`config.mk`:
```
export PLATFORM = sky130hd
export DESIGN_NAME = demux6_buf
export DESIGN_NICKNAME = d
export VERILOG_FILES = /design/src/rtl/demux6_buf.sv
export SDC_FILE = /design/constraint.sdc
export NUM_CORES = 1
export LEC_CHECK = 0
export BUFFER_PORTS_ARGS = -buffer_cell sky130_fd_sc_hd__buf_4
export CAP_MARGIN = 20
export CORE_MARGIN = 2
export CORE_UTILIZATION = 50
export CTS_CLUSTER_SIZE = 20
export DETAILED_ROUTE_END_ITERATION = 10
export PLACE_DENSITY = 0.78
export SETUP_SLACK_MARGIN = 0.3
export SLEW_MARGIN = 20
export SYNTH_ARGS = -nofsm -noshare
export SYNTH_HDL_FRONTEND = slang
export SYNTH_SLANG_ARGS = --single-unit
```
`constraint.sdc`:
```
create_clock -name clk -period 2.37 [get_ports clk]
set_input_delay 0.237 -clock clk [delete_from_list [all_inputs] [get_ports clk]]
set_output_delay 0.237 -clock clk [all_outputs]
set_load 0.01 [all_outputs]
```
`src/rtl/demux6_buf.sv`:
```
// demux6_buf: buffered 1-to-6 demultiplexer with a two-entry skid buffer.
// in_ready comes from registered state only, so no consumer ready reaches the producer.
module demux6_buf #(
    parameter int WIDTH = 8
) (
    input  logic             clk,
    input  logic             rst,
    input  logic             in_valid,
    output logic             in_ready,
    input  logic [WIDTH-1:0] in_data,
    input  logic [2:0]       in_sel,
    output logic [5:0]       out_valid,
    input  logic [5:0]       out_ready,
    output logic [WIDTH-1:0] out_data,
    output logic [2:0]       out_dst
);

    typedef enum logic [1:0] {
        EMPTY = 2'd0,
        ONE   = 2'd1,
        TWO   = 2'd2
    } state_t;

    state_t           state;
    state_t           state_nx;
    logic [WIDTH-1:0] head_data;
    logic [2:0]       head_dst;
    logic [WIDTH-1:0] skid_data;
    logic [2:0]       skid_dst;
    logic [2:0]       sel_norm;
    logic             accept;
    logic             drain;
    logic             ld_head_in;
    logic             ld_head_skid;
    logic             ld_skid;

    assign sel_norm  = (in_sel > 3'd4) ? 3'd5 : in_sel;
    assign in_ready  = ~rst & (state != TWO);
    assign accept    = in_valid & in_ready;
    assign out_valid = (state != EMPTY) ? (6'(1) << head_dst) : 6'b0;
    assign drain     = |(out_valid & out_ready);
    assign out_data  = head_data;
    assign out_dst   = head_dst;

    // Next state and register load enables from accept/drain.
    always_comb begin
        state_nx     = state;
        ld_head_in   = 1'b0;
        ld_head_skid = 1'b0;
        ld_skid      = 1'b0;
        unique case (state)
            EMPTY: begin
                if (accept) begin
                    state_nx   = ONE;
                    ld_head_in = 1'b1;
                end
            end
            ONE: begin
                if (accept && drain) begin
                    ld_head_in = 1'b1;
                end else if (accept) begin
                    state_nx = TWO;
                    ld_skid  = 1'b1;
                end else if (drain) begin
                    state_nx = EMPTY;
                end
            end
            TWO: begin
                if (drain) begin
                    state_nx     = ONE;
                    ld_head_skid = 1'b1;
                end
            end
            default: state_nx = EMPTY;
        endcase
    end

    // State and storage registers; reset discards both entries.
    always_ff @(posedge clk) begin
        if (rst) begin
            state     <= EMPTY;
            head_data <= '0;
            head_dst  <= '0;
            skid_data <= '0;
            skid_dst  <= '0;
        end else begin
            state <= state_nx;
            if (ld_head_in) begin
                head_data <= in_data;
                head_dst  <= sel_norm;
            end else if (ld_head_skid) begin
                head_data <= skid_data;
                head_dst  <= skid_dst;
            end
            if (ld_skid) begin
                skid_data <= in_data;
                skid_dst  <= sel_norm;
            end
        end
    end

endmodule

```
# After elaboration in Yosys (flattened, before gate mapping)
# Cells that the tools add are included.
[totals] ff_bits=24 input_bits=20 output_inout_bits=18 wordCells=43
[classes] n_lt_le_gt_ge=1 n_eq_ne=7 shift=1 mux=19 n_bitwise=4 n_reduce_logical=6
[ops] cell="2-to-1 mux 8 bit" n=2
[ops] cell="2-to-1 mux 2 bit" n=5
[ops] cell="2-to-1 mux 3 bit" n=3
[ops] cell="!= test 2 bit (second input constant)" n=4
[ops] cell="bitwise AND 6 bit" n=1
[ops] cell="2-to-1 mux 1 bit" n=6
[ops] cell="2-to-1 mux 6 bit" n=1
[ops] cell="case mux 2 bit (3 select lines)" n=1
[ops] cell="OR reduction 6 bit" n=1
[ops] cell="<< shifter 1 x 3 -> 6 bit (first input constant)" n=1
[ops] cell="AND reduction 4 bit" n=1
[ops] cell="nonzero test 2 bit" n=2
[ops] cell="greater-than comparator 3 bit (second input constant)" n=1
[ops] cell="!= test 3 bit (second input constant)" n=1
[ops] cell="bitwise AND 1 bit" n=2
[ops] cell="equality test 2 x 1 -> 1 bit (second input constant)" n=1
[ops] cell="equality test 2 bit (second input constant)" n=1
[ops] cell="logical NOT 2 bit" n=1
[ops] cell="case mux 1 bit (2 select lines)" n=1
[ops] cell="logical AND 1 bit" n=1
[ops] cell="NOT 1 bit" n=1

# Depth between registers and ports, before layout
# Gate-level depths: netlist of run 1.
[depth] depth_word=8 mapped_depth=9

# Worst setup path after synthesis of run 1
# Ideal clock, no wire load.
[synth_timing] path_type="reg-to-reg" start="register head_dst[0] (netlist: out_dst[0])" end="register head_data[0] (netlist: out_data[0])" arrival_ps=1697 path_slack_ps=585 path_stages_with_launch=8 path_buffers=2 synth_period_minus_slack_ps=1785 cell_sequence="dfxtp_1 buf_6 mux2i_2 o22a_2 a21o_1 clkbuf_1 nand2_1 a311oi_2"
[synth_between] elab_chain_len=8 elab_cells_between_ends=11 cone_classes="1 x shift; 6 x mux; 1 x bitwise; 3 x reduce/logical"
[synth_lines] item="start: declaration" line_no="27" source="logic [2:0] head_dst;"
[synth_lines] item="start signal: assignment" line_no="90" source="head_dst <= sel_norm;"
[synth_lines] item="start signal: assignment" line_no="93" source="head_dst <= skid_dst;"
[synth_lines] item="<< shifter 1 x 3 -> 6 bit (*)" line_no="40" source="assign out_valid = (state != EMPTY) ? (6'(1) << head_dst) : 6'b0;"
[synth_lines] item="2-to-1 mux 6 bit (*)" line_no="40"
[synth_lines] item="bitwise AND 6 bit (*)" line_no="41" source="assign drain = |(out_valid & out_ready);"
[synth_lines] item="OR reduction 6 bit (*)" line_no="41"
[synth_lines] item="logical AND 1 bit" line_no="59" source="if (accept && drain) begin"
[synth_lines] item="2-to-1 mux 1 bit" line_no="59"
[synth_lines] item="case mux 1 bit (2 select lines)" line_no="51" source="unique case (state)"
[synth_lines] item="2-to-1 mux 8 bit / nonzero test 2 bit (equally long branches)"
[synth_lines] item="end signal: assignment" line_no="89" source="head_data <= in_data;"
[synth_lines] item="end signal: assignment" line_no="92" source="head_data <= skid_data;"
[synth_lines] item="end: declaration" line_no="26" source="logic [WIDTH-1:0] head_data;"
# Mark *: on every way between the ends. The rest lies on a longest branch, timed or not.
# A chain may end at the register's enable or synchronous reset.

# Worst setup path after layout of run 1
[layout_timing] start="register head_dst[0] (netlist: out_dst[0])" end="register head_data[5] (netlist: out_data[5])"
# Same word-level chain as after synthesis.

==> run summary, run 1 <==
ANT nets after route -> 0
final worst slack -> 0.427 ns
initial core utilization -> 51.5%
final setup vio count -> 0
core area -> 2430 sq um
Port Buffers -> 37
drt drc -> 0
Leak Pwr -> 0.684 nW
Max-Cap Viols -> 0
reg2reg setup slack -> 0.43 ns
Final Hold Vio Count -> 0
CP Launch Point -> out_dst[0]
DP Area -> 1530 sq um
Main synth FF type -> dfxtp_1
Tot Pwr -> 0.861 mW
Synth Instances -> 141
Worst Setup End Kind -> flip-flop
final WL -> 2.73 mm
crit path capture -> out_data[5]
worst skew pair latency -> 0.31 ns
register area share after synthesis -> 38.3%
worst-margin pin slew -> 0.359 ns
drt wl/cell -> 13.4 um
nets@finish -> 196
grt ovf -> 0
Power Density -> 556 nW/um^2
clock slew at reported path FFs -> 0.12 ns
Layout area overhead -> 23.6%
RSZ-0062 raised after global routing -> false
Via density -> 5.52
fin cells -> 204
largest net degree at the start of global routing -> 28
total number of vias -> 1126
Finished Cell Area -> 1550 sq um
Die Footprint -> 2920 sq um
Clock Skew -> 0.00295 ns
mean post-synth cell area -> 8.89 sq um
post-DP HPWL -> 1.98 mm
Tmin final -> 1.94 ns
routability cong. -> 0.850
max_slew headroom -> 76.0%
FMAX -> 515 MHz
Die Span X -> 54.1 um
layout cells sized above 1 -> 32.8%
CTS H-tree lvls -> 1
reg2reg end -> out_data[5]
Std-Cell Rows -> 18
WP data arrival -> 2.17 ns
syn nets -> 161
Post-synth EDFFs -> 0
initial drt markers -> 8
Worst R2R Path Depth -> 6
Pins Over Slew Limit -> 0
placed cell count -> 201
Post-Place Worst Slack -> 0.323 ns
Synth cell types -> 33
Worst Setup Path Type -> flip-flop to flip-flop
TritonCTS buffer count -> 3
largest area contributor in the netlist -> dfxtp_1
top-area cell type share of the netlist area -> 38.3%
1st-pass router iterations -> 4
Post-Syn Area -> 1250 sq um
clock root buffer -> clkbuf_4
Critical Path RT -> 2.60 ns
Setup Fix Bufs, Post-CTS -> 0
Startpoint Class -> flip-flop
CP max FO -> 19
FFs w/ async S/R, synth -> 0%
hold path startpoint -> in_data[2]
number of I/O pins -> 38
TNS Setup -> 0 ns
antenna cells -> 0
GRT Util Overall -> 20.2%
first-pass GRT wire length -> 4.24 mm
ranking of synthesized cells by area -> dfxtp_1, mux2i_1, a311oi_2
fin crit share -> 82.0%
clk buf depth -> 2
worst min-delay path class -> input pin to flip-flop
VDD IR max -> 0.377 mV
CTS tree -> yes
Synth warnings -> 0
status -> completed
worst flop-to-flop path startpoint -> out_dst[0]
vias in the first global route -> 971
Num Clock Sinks -> 24
number of synthesized register bits -> 24
initial antenna violation count -> 0
Chip Height -> 54.1 um
-- synth_stat cells, types with 2 or more instances --
cell type and count:
mux2i_1 13, nor2_1 27, o21ai_0 2, nand3_1 2, clkbuf_1 4, nand2_1 20
nor2b_1 4, buf_2 2, a21oi_1 4, nand2b_1 4, nor3_1 3, a211oi_2 2
dfxtp_1 24, nor4_1 2, buf_6 3, a311oi_2 8
-- what timing repair did --
item,in CTS,in global routing
resized for setup,1,0
hold buffers,0,0
endpoints found under the setup margin,1,0
-- power by group --
part           switching, mW  total, mW  internal (mW)
clock network          0.116      0.175         0.0594
registers             0.0278      0.459          0.431
logic                  0.115      0.226          0.111
-- layout by cell type (no fill, tap or decap), types with 2 or more instances in the layout --
cell type / count
clkbuf_4: 3
a311oi_2: 8
mux2i_1: 13
o21ai_0: 2
nand2b_1: 4
dfxtp_1: 23
buf_4: 40
nand2_1: 20
nand3_1: 2
a211oi_2: 2
nor2b_1: 4
a21oi_1: 4
nor3_1: 3
nor4_1: 2
nor2_1: 27
-- per-stage QoR --
stage | hold WS (ns) | util [%]
2_1_floorplan | 0.381 | -
3_3_place_gp | 0.475 | 62.7
3_5_place_dp | 0.486 | 62.7
4_1_cts | 0.156 | 63.7
5_1_grt | 0.153 | 63.7
6_report | 0.165 | 63.7
-- metal layers --
layer | vias up | routed length, um | global-route usage (%)
met5 | - | 0 | 0
met4 | 0 | 34 | 8.33
met3 | 5 | 126 | 3.61
met2 | 33 | 1350 | 34.8
met1 | 524 | 1220 | 24.7
li1 | 564 | - | -
-- worst min-delay path by stage --
stage,endpoint,slack [ns],depth (start not counted)
after global routing,skid_data[2],0.15,3
final,skid_data[2],0.17,3
after CTS,skid_data[2],0.16,3
after floorplan,skid_data[0],0.38,2
after global placement,skid_data[2],0.47,2
after detailed placement,skid_dst[2],0.49,2
-- worst max-delay path, cell delays in order, from the launching register on --
cell      delay, ns
dfxtp_2        0.47
mux2i_2        0.33
o22a_2         0.30
a31o_1         0.16
buf_4          0.25
nor2_1         0.09
a311oi_2       0.25
-- logic make-up after synthesis --
family	Yosys count	share of synthesized area (%)
AOI/OAI and AO/OA	26	21.1
xor gates and xnor gates	1	0.699
buffers and inverters	10	5.29
DFF	24	38.3
muxes	14	11.5
and+or+nand+nor	66	23.2
-- sequential cells by signal (all words and copies together), names as in the netlist --
register   cells
out_data       8
out_dst        3
skid_data      8
skid_dst       3
state          2
-- final cells by class --
cell class                 instances  area, sq um
fill                             217          883
multi-input combinational        107          707
sequential                        24          482
timing repair buffer              40          300
tap                               30         37.5
clock buffer                       3         22.5
No activity file was read; power rests on OpenSTA's default activity.
==> inputs of run 2 (changes only) <==
clock period = 1.8 ns   (was 2.37 ns; I/O delays follow)
==> run 2 against run 1 <==
Core utilization is 11 points higher. Via count is 11% higher. First-iteration DRC count grew to 3.0 times the previous value. Clock power is 60% higher. Worst setup slack worse by 0.33 ns. Design area is 17% higher. Sequential share of layout area is 3.9 points lower. Combinational power is 84% higher.
==> run summary, run 2 (synthesized netlist as in run 1, its figures left out) <==
status -> completed
Die Footprint -> 2920 sq um (unchanged)
Layout area overhead -> 45.0%
Port Buffers -> 37 (unchanged)
drt drc -> 0 (unchanged)
RSZ-0062 raised after global routing -> true
clock root buffer -> clkbuf_4
worst flop-to-flop path startpoint -> out_dst[0]
Comb power frac -> 31.9% (+5.6 points)
vias in the first global route -> 1044 (+7.5%)
Startpoint Class -> flip-flop
Num Clock Sinks -> 24 (unchanged)
FMAX -> 589 MHz (+14%)
Std-Cell Rows -> 18 (unchanged)
Tmin final -> 1.70 ns (-0.245 ns)
Pins Over Slew Limit -> 0 (unchanged)
net switching power -> 0.399 mW (+54%)
P_int -> 0.904 mW (+50%)
Via density -> 5.74 (+3.9%)
Clk network pwr share -> 21.5% (+1.1 points)
Chip Height -> 54.1 um (unchanged)
commonest non-fill, non-tap cell in the layout -> buf_4
hold_ws -> 0.108 ns (-0.0576 ns)
Final Core Density -> 74.7% (+11 points)
reg2reg end -> out_dst[0]
first-pass GRT wire length -> 4.84 mm (+14%)
total number of vias -> 1245 (+11%)
Tot Pwr -> 1.30 mW (+51%)
initial core utilization -> 51.5% (unchanged)
Clock Skew -> 0.00506 ns (+0.00210 ns)
Power Density -> 717 nW/um^2 (+29%)
TritonCTS buffer count -> 3 (unchanged)
number of I/O pins -> 38 (unchanged)
Hold Path Depth -> 3 (unchanged)
worst min-delay path class -> input pin to flip-flop
GRT Util Overall -> 22.5% (+2.3 points)
Leak Pwr -> 0.780 nW (+14%)
routability cong. -> 0.893 (+5.0%)
post-DP HPWL -> 2.17 mm (+10%)
1st-pass router iterations -> 4 (unchanged)
fin crit share -> 94.4% (+12 points)
Critical Path RT -> 2.00 ns (-0.60 ns)
reg2reg setup slack -> 0.10 ns (-0.33 ns)
Die Span X -> 54.1 um (unchanged)
initial antenna violation count -> 0 (unchanged)
TNS Setup -> 0 ns (unchanged)
clk buf depth -> 2 (unchanged)
VDD IR max -> 1.01 mV (+170%)
core area -> 2430 sq um (unchanged)
most frequent cells in the layout -> buf_4, nor2_1, nand2_1, dfxtp_1, mux2i_1
Worst Setup End Kind -> flip-flop
Hold EP -> skid_data[2]
final worst slack -> 0.101 ns (-0.325 ns)
CTS H-tree lvls -> 1 (unchanged)
antenna cells -> 0 (unchanged)
CTS tree -> yes
worst-margin pin slew -> 0.323 ns (-0.0356 ns)
Post-Place Worst Slack -> 0.0416 ns (-0.281 ns)
final WL -> 3.42 mm (+25%)
WP data arrival -> 1.90 ns (-0.27 ns)
ANT nets after route -> 0 (unchanged)
layout cells sized above 1 -> 48.7% (+16 points)
Max-Cap Viols -> 0 (unchanged)
Worst R2R Path Depth -> 6 (unchanged)
sw frac -> 30.6% (+0.56 points)
CP max FO -> 6 (-13)
drt wl/cell -> 15.7 um (+17%)
nets@finish -> 208 (+6.1%)
Sequential Power Share -> 46.5% (-6.8 points)
initial drt markers -> 24 (+16)
largest net degree at the start of global routing -> 27 (-3.6%)
final setup vio count -> 0 (unchanged)
max_slew headroom -> 78.4% (+2.5 points)
Final Hold Vio Count -> 0 (unchanged)
Worst Setup Path Type -> flip-flop to flip-flop
worst skew pair latency -> 0.31 ns (about the same)
grt ovf -> 0 (unchanged)
hold path startpoint -> in_data[2]
clock slew at reported path FFs -> 0.13 ns (about the same)
-- run 2: worst max-delay path, cell delays in order, from the launching register on --
cell,delay (ns)
dfxtp_4,0.40
mux2i_1,0.12
or3_4,0.39
a31o_4,0.29
buf_6,0.12
a211oi_2,0.21
a211oi_2,0.06
-- run 2: layout make-up --
| cell class | count | area [sq um] |
|---|---|---|
| multi-input cells | 107 | 820 |
| fillers | 184 | 614 |
| flip-flops and latches | 24 | 494 |
| repair buffers | 52 | 430 |
| well taps | 30 | 37.5 |
| clock buffers | 4 | 36.3 |
-- run 2: metrics by stage --
step | area [sq um] | std cells
global placement | 1560 | 206
finish | 1820 | 217
floorplan | 1270 | 141
global route | 1820 | 217
CTS | 1670 | 215
detailed placement | 1560 | 206
-- run 2: what timing repair did --
item / 4_1_cts / 5_1_grt
pin swaps: 3 / 7
hold buffers: 0 / 0
buffers inserted: 5 / 2
resized for setup: 9 / 29
endpoints found under the setup margin: 28 / 30
-- run 2: routing by layer --
metal | GRT usage [%] | vias up | share of wire, %
met5 | 0 | - | 0
met4 | 2.08 | 0 | 1.4
met3 | 5.56 | 6 | 4.6
met2 | 40.7 | 34 | 52
met1 | 27.9 | 613 | 42
li1 | - | 592 | -
-- run 2: worst max path at each step --
stage,from,endpoint,cells after the start
6_report,out_dst[0],out_dst[0],6
5_1_grt,out_dst[1],out_data[4],7
4_1_cts,out_dst[0],out_data[5],6
3_5_place_dp,out_dst[0],out_data[2],6
3_3_place_gp,out_dst[0],out_dst[0],5
2_1_floorplan,out_dst[0],out_data[6],9
-- run 2: power by group through the flow --
stage | clock, mW | sequential [mW] | combinational, mW
6_report | 0.280 | 0.606 | 0.416
3_5_place_dp | 0 | 0.609 | 0.323
5_1_grt | 0.306 | 0.611 | 0.449
2_1_floorplan | 0 | 0.613 | 0.203
3_3_place_gp | 0 | 0.609 | 0.315
4_1_cts | 0.285 | 0.600 | 0.345
==> inputs of run 3 (changes only) <==
clock period = 1.6 ns   (was 1.8 ns; I/O delays follow)
==> run 3 against run 2 <==
The flow now finishes with violations (setup timing). Via count is 1.9% higher. Critical path depth rose by 1. Power rose by 10%. Worst setup slack lost 0.17 ns. First-iteration DRC count decreased by 25%. Clock power is 9.3% lower. Clock-buffer cell count down 1. Core utilization rose by 5.9 points. Register-to-register slack got worse by 0.17 ns. Combinational power is 20% higher. Global-route usage is 0.53 points higher. Die area unchanged. Highest routed layer unchanged.
==> run summary, run 3 (synthesized netlist as in run 1, its figures left out) <==
CTS tree -> yes
status -> finished with violations
Worst path max stage delay -> 0.39 ns (about the same)
commonest non-fill, non-tap cell in the layout -> buf_4
ANT nets after route -> 0 (unchanged)
GRT Util Overall -> 23.0% (+0.53 points)
hold_ws -> 0.102 ns (-0.00532 ns)
drt wl/cell -> 15.0 um (-4.4%)
final WL -> 3.43 mm (+0.41%)
Final Hold Vio Count -> 0 (unchanged)
TritonCTS buffer count -> 3 (unchanged)
crit-path cells -> nand2b_4, o22a_4, buf_6, a21oi_4, buf_12, nand2_4, a311oi_2
FMAX -> 600 MHz (+1.9%)
routability cong. -> 0.843 (-5.6%)
first-pass GRT wire length -> 4.89 mm (+1.0%)
Leak Pwr -> 0.921 nW (+18%)
Std-Cell Rows -> 18 (unchanged)
Tmin final -> 1.67 ns (-0.0312 ns)
1st-pass router iterations -> 4 (unchanged)
Die Span X -> 54.1 um (unchanged)
CP max stage cell -> dfxtp_4
max_slew headroom -> 78.5% (+0.091 points)
hold_buf cts -> 0 (unchanged)
Clock Skew -> 0.00112 ns (-0.00394 ns)
core area -> 2430 sq um (unchanged)
RSZ-0062 raised after global routing -> true
Worst Setup End Kind -> flip-flop
worst skew pair latency -> 0.30 ns (about the same)
CTS H-tree lvls -> 1 (unchanged)
Max-Cap Viols -> 0 (unchanged)
clock slew at reported path FFs -> 0.12 ns (about the same)
Finished Cell Area -> 1960 sq um (+7.8%)
filler instances -> 155 (-16%)
vias in the first global route -> 1167 (+12%)
antenna cells -> 0 (unchanged)
initial antenna violation count -> 0 (unchanged)
Num Clock Sinks -> 24 (unchanged)
VDD IR max -> 0.822 mV (-19%)
Power Density -> 732 nW/um^2 (+2.2%)
failing checks -> setup timing
worst min-delay path class -> input pin to flip-flop
TNS Setup -> -0.497 ns (-0.497 ns)
Startpoint Class -> flip-flop
Critical Path RT -> 1.82 ns (-0.18 ns)
grt ovf -> 0 (unchanged)
initial core utilization -> 51.5% (unchanged)
Die Footprint -> 2920 sq um (unchanged)
Tot Pwr -> 1.44 mW (+10%)
Pins Over Slew Limit -> 0 (unchanged)
drt drc -> 0 (unchanged)
final setup vio count -> 18 (+18)
WP data arrival -> 1.89 ns (about the same)
total number of vias -> 1269 (+1.9%)
fin crit share -> 104% (+9.8 points)
number of I/O pins -> 38 (unchanged)
Layout area overhead -> 56.4%
Chip Height -> 54.1 um (unchanged)
largest net degree at the start of global routing -> 27 (unchanged)
clk buf depth -> 2 (unchanged)
most frequent cells in the layout -> buf_4, nor2_1, dfxtp_1
worst-margin pin slew -> 0.322 ns (-0.00137 ns)
initial drt markers -> 18 (-25%)
nets@finish -> 220 (+5.8%)
final worst slack -> -0.0676 ns (-0.169 ns)
layout cells sized above 1 -> 56.1% (+7.4 points)
Port Buffers -> 37 (unchanged)
Via density -> 5.57 (-3.0%)
CP max FO -> 8 (+2)
clock root buffer -> clkbuf_4
Crit path max-delay family -> compound AO/OA/AOI/OAI gates
Buf+Inv Stages, Crit Path -> 2 (+1)
Worst Setup Path Type -> flip-flop to flip-flop
DP Area -> 1630 sq um (+4.2%)
post-DP HPWL -> 2.26 mm (+3.8%)
[run 3: cell types whose count changed in the layout (fill, tap and decap cells not counted), sizes merged]
cell    change
buf        +12
clkbuf      -1
[run 3: what timing repair did]
item | 4_1_cts | 5_1_grt
gates resized for setup | 21 | 36
setup endpoints to repair | 31 | 31
buffers inserted | 6 | 5
pin swaps | 11 | 18
cloned | 0 | 1
[run 3: path summary, 6_finish.rpt]
kind,from,to,slack [ns],cells after the start
worst min register to register,skid_dst[2],out_dst[2],0.49,2
worst min-delay path,in_data[0],skid_data[0],0.10,3
worst max-delay path,out_dst[1],out_data[5],-0.07,7
worst max register to register,out_dst[1],out_data[5],-0.07,7
[run 3: cell type report]
cell class,instances,area [sq um],area share (%)
clock buffer,3,22.5,1.15
timing repair buffer,64,523,26.7
sequential,24,499,25.5
multi-input combinational,107,878,44.8
tap,30,37.5,1.91
[run 3: layer usage]
metal / vias up / GRT usage (%) / wire (um)
met5: - / 0 / 0
met4: 0 / 11.7 / 65
met3: 8 / 2.78 / 114
met2: 33 / 42.5 / 1830
met1: 608 / 25.7 / 1420
li1: 620 / - / -
[run 3: power by group]
group	total, mW	leakage [nW]	internal (mW)	switching, mW
combinational	0.501	0.707	0.268	0.233
sequential	0.680	0.200	0.638	0.0418
clock	0.254	0.0138	0.0878	0.166
total	1.44	0.921	0.994	0.441
[run 3: tightest hold or removal path: stages]
cell and delay, ns:
buf_4 0.09, mux2i_1 0.05, nor2_1 0.08
[run 3: stage by stage]
stage	std cells	setup slack [ns]	utilization, %
detailed placement	213	-0.118	67.0
CTS	222	-0.0374	72.5
floorplan	141	-0.135	-
finish	228	-0.0676	80.6
global route	228	-0.154	80.6
global placement	213	-0.0643	67.0
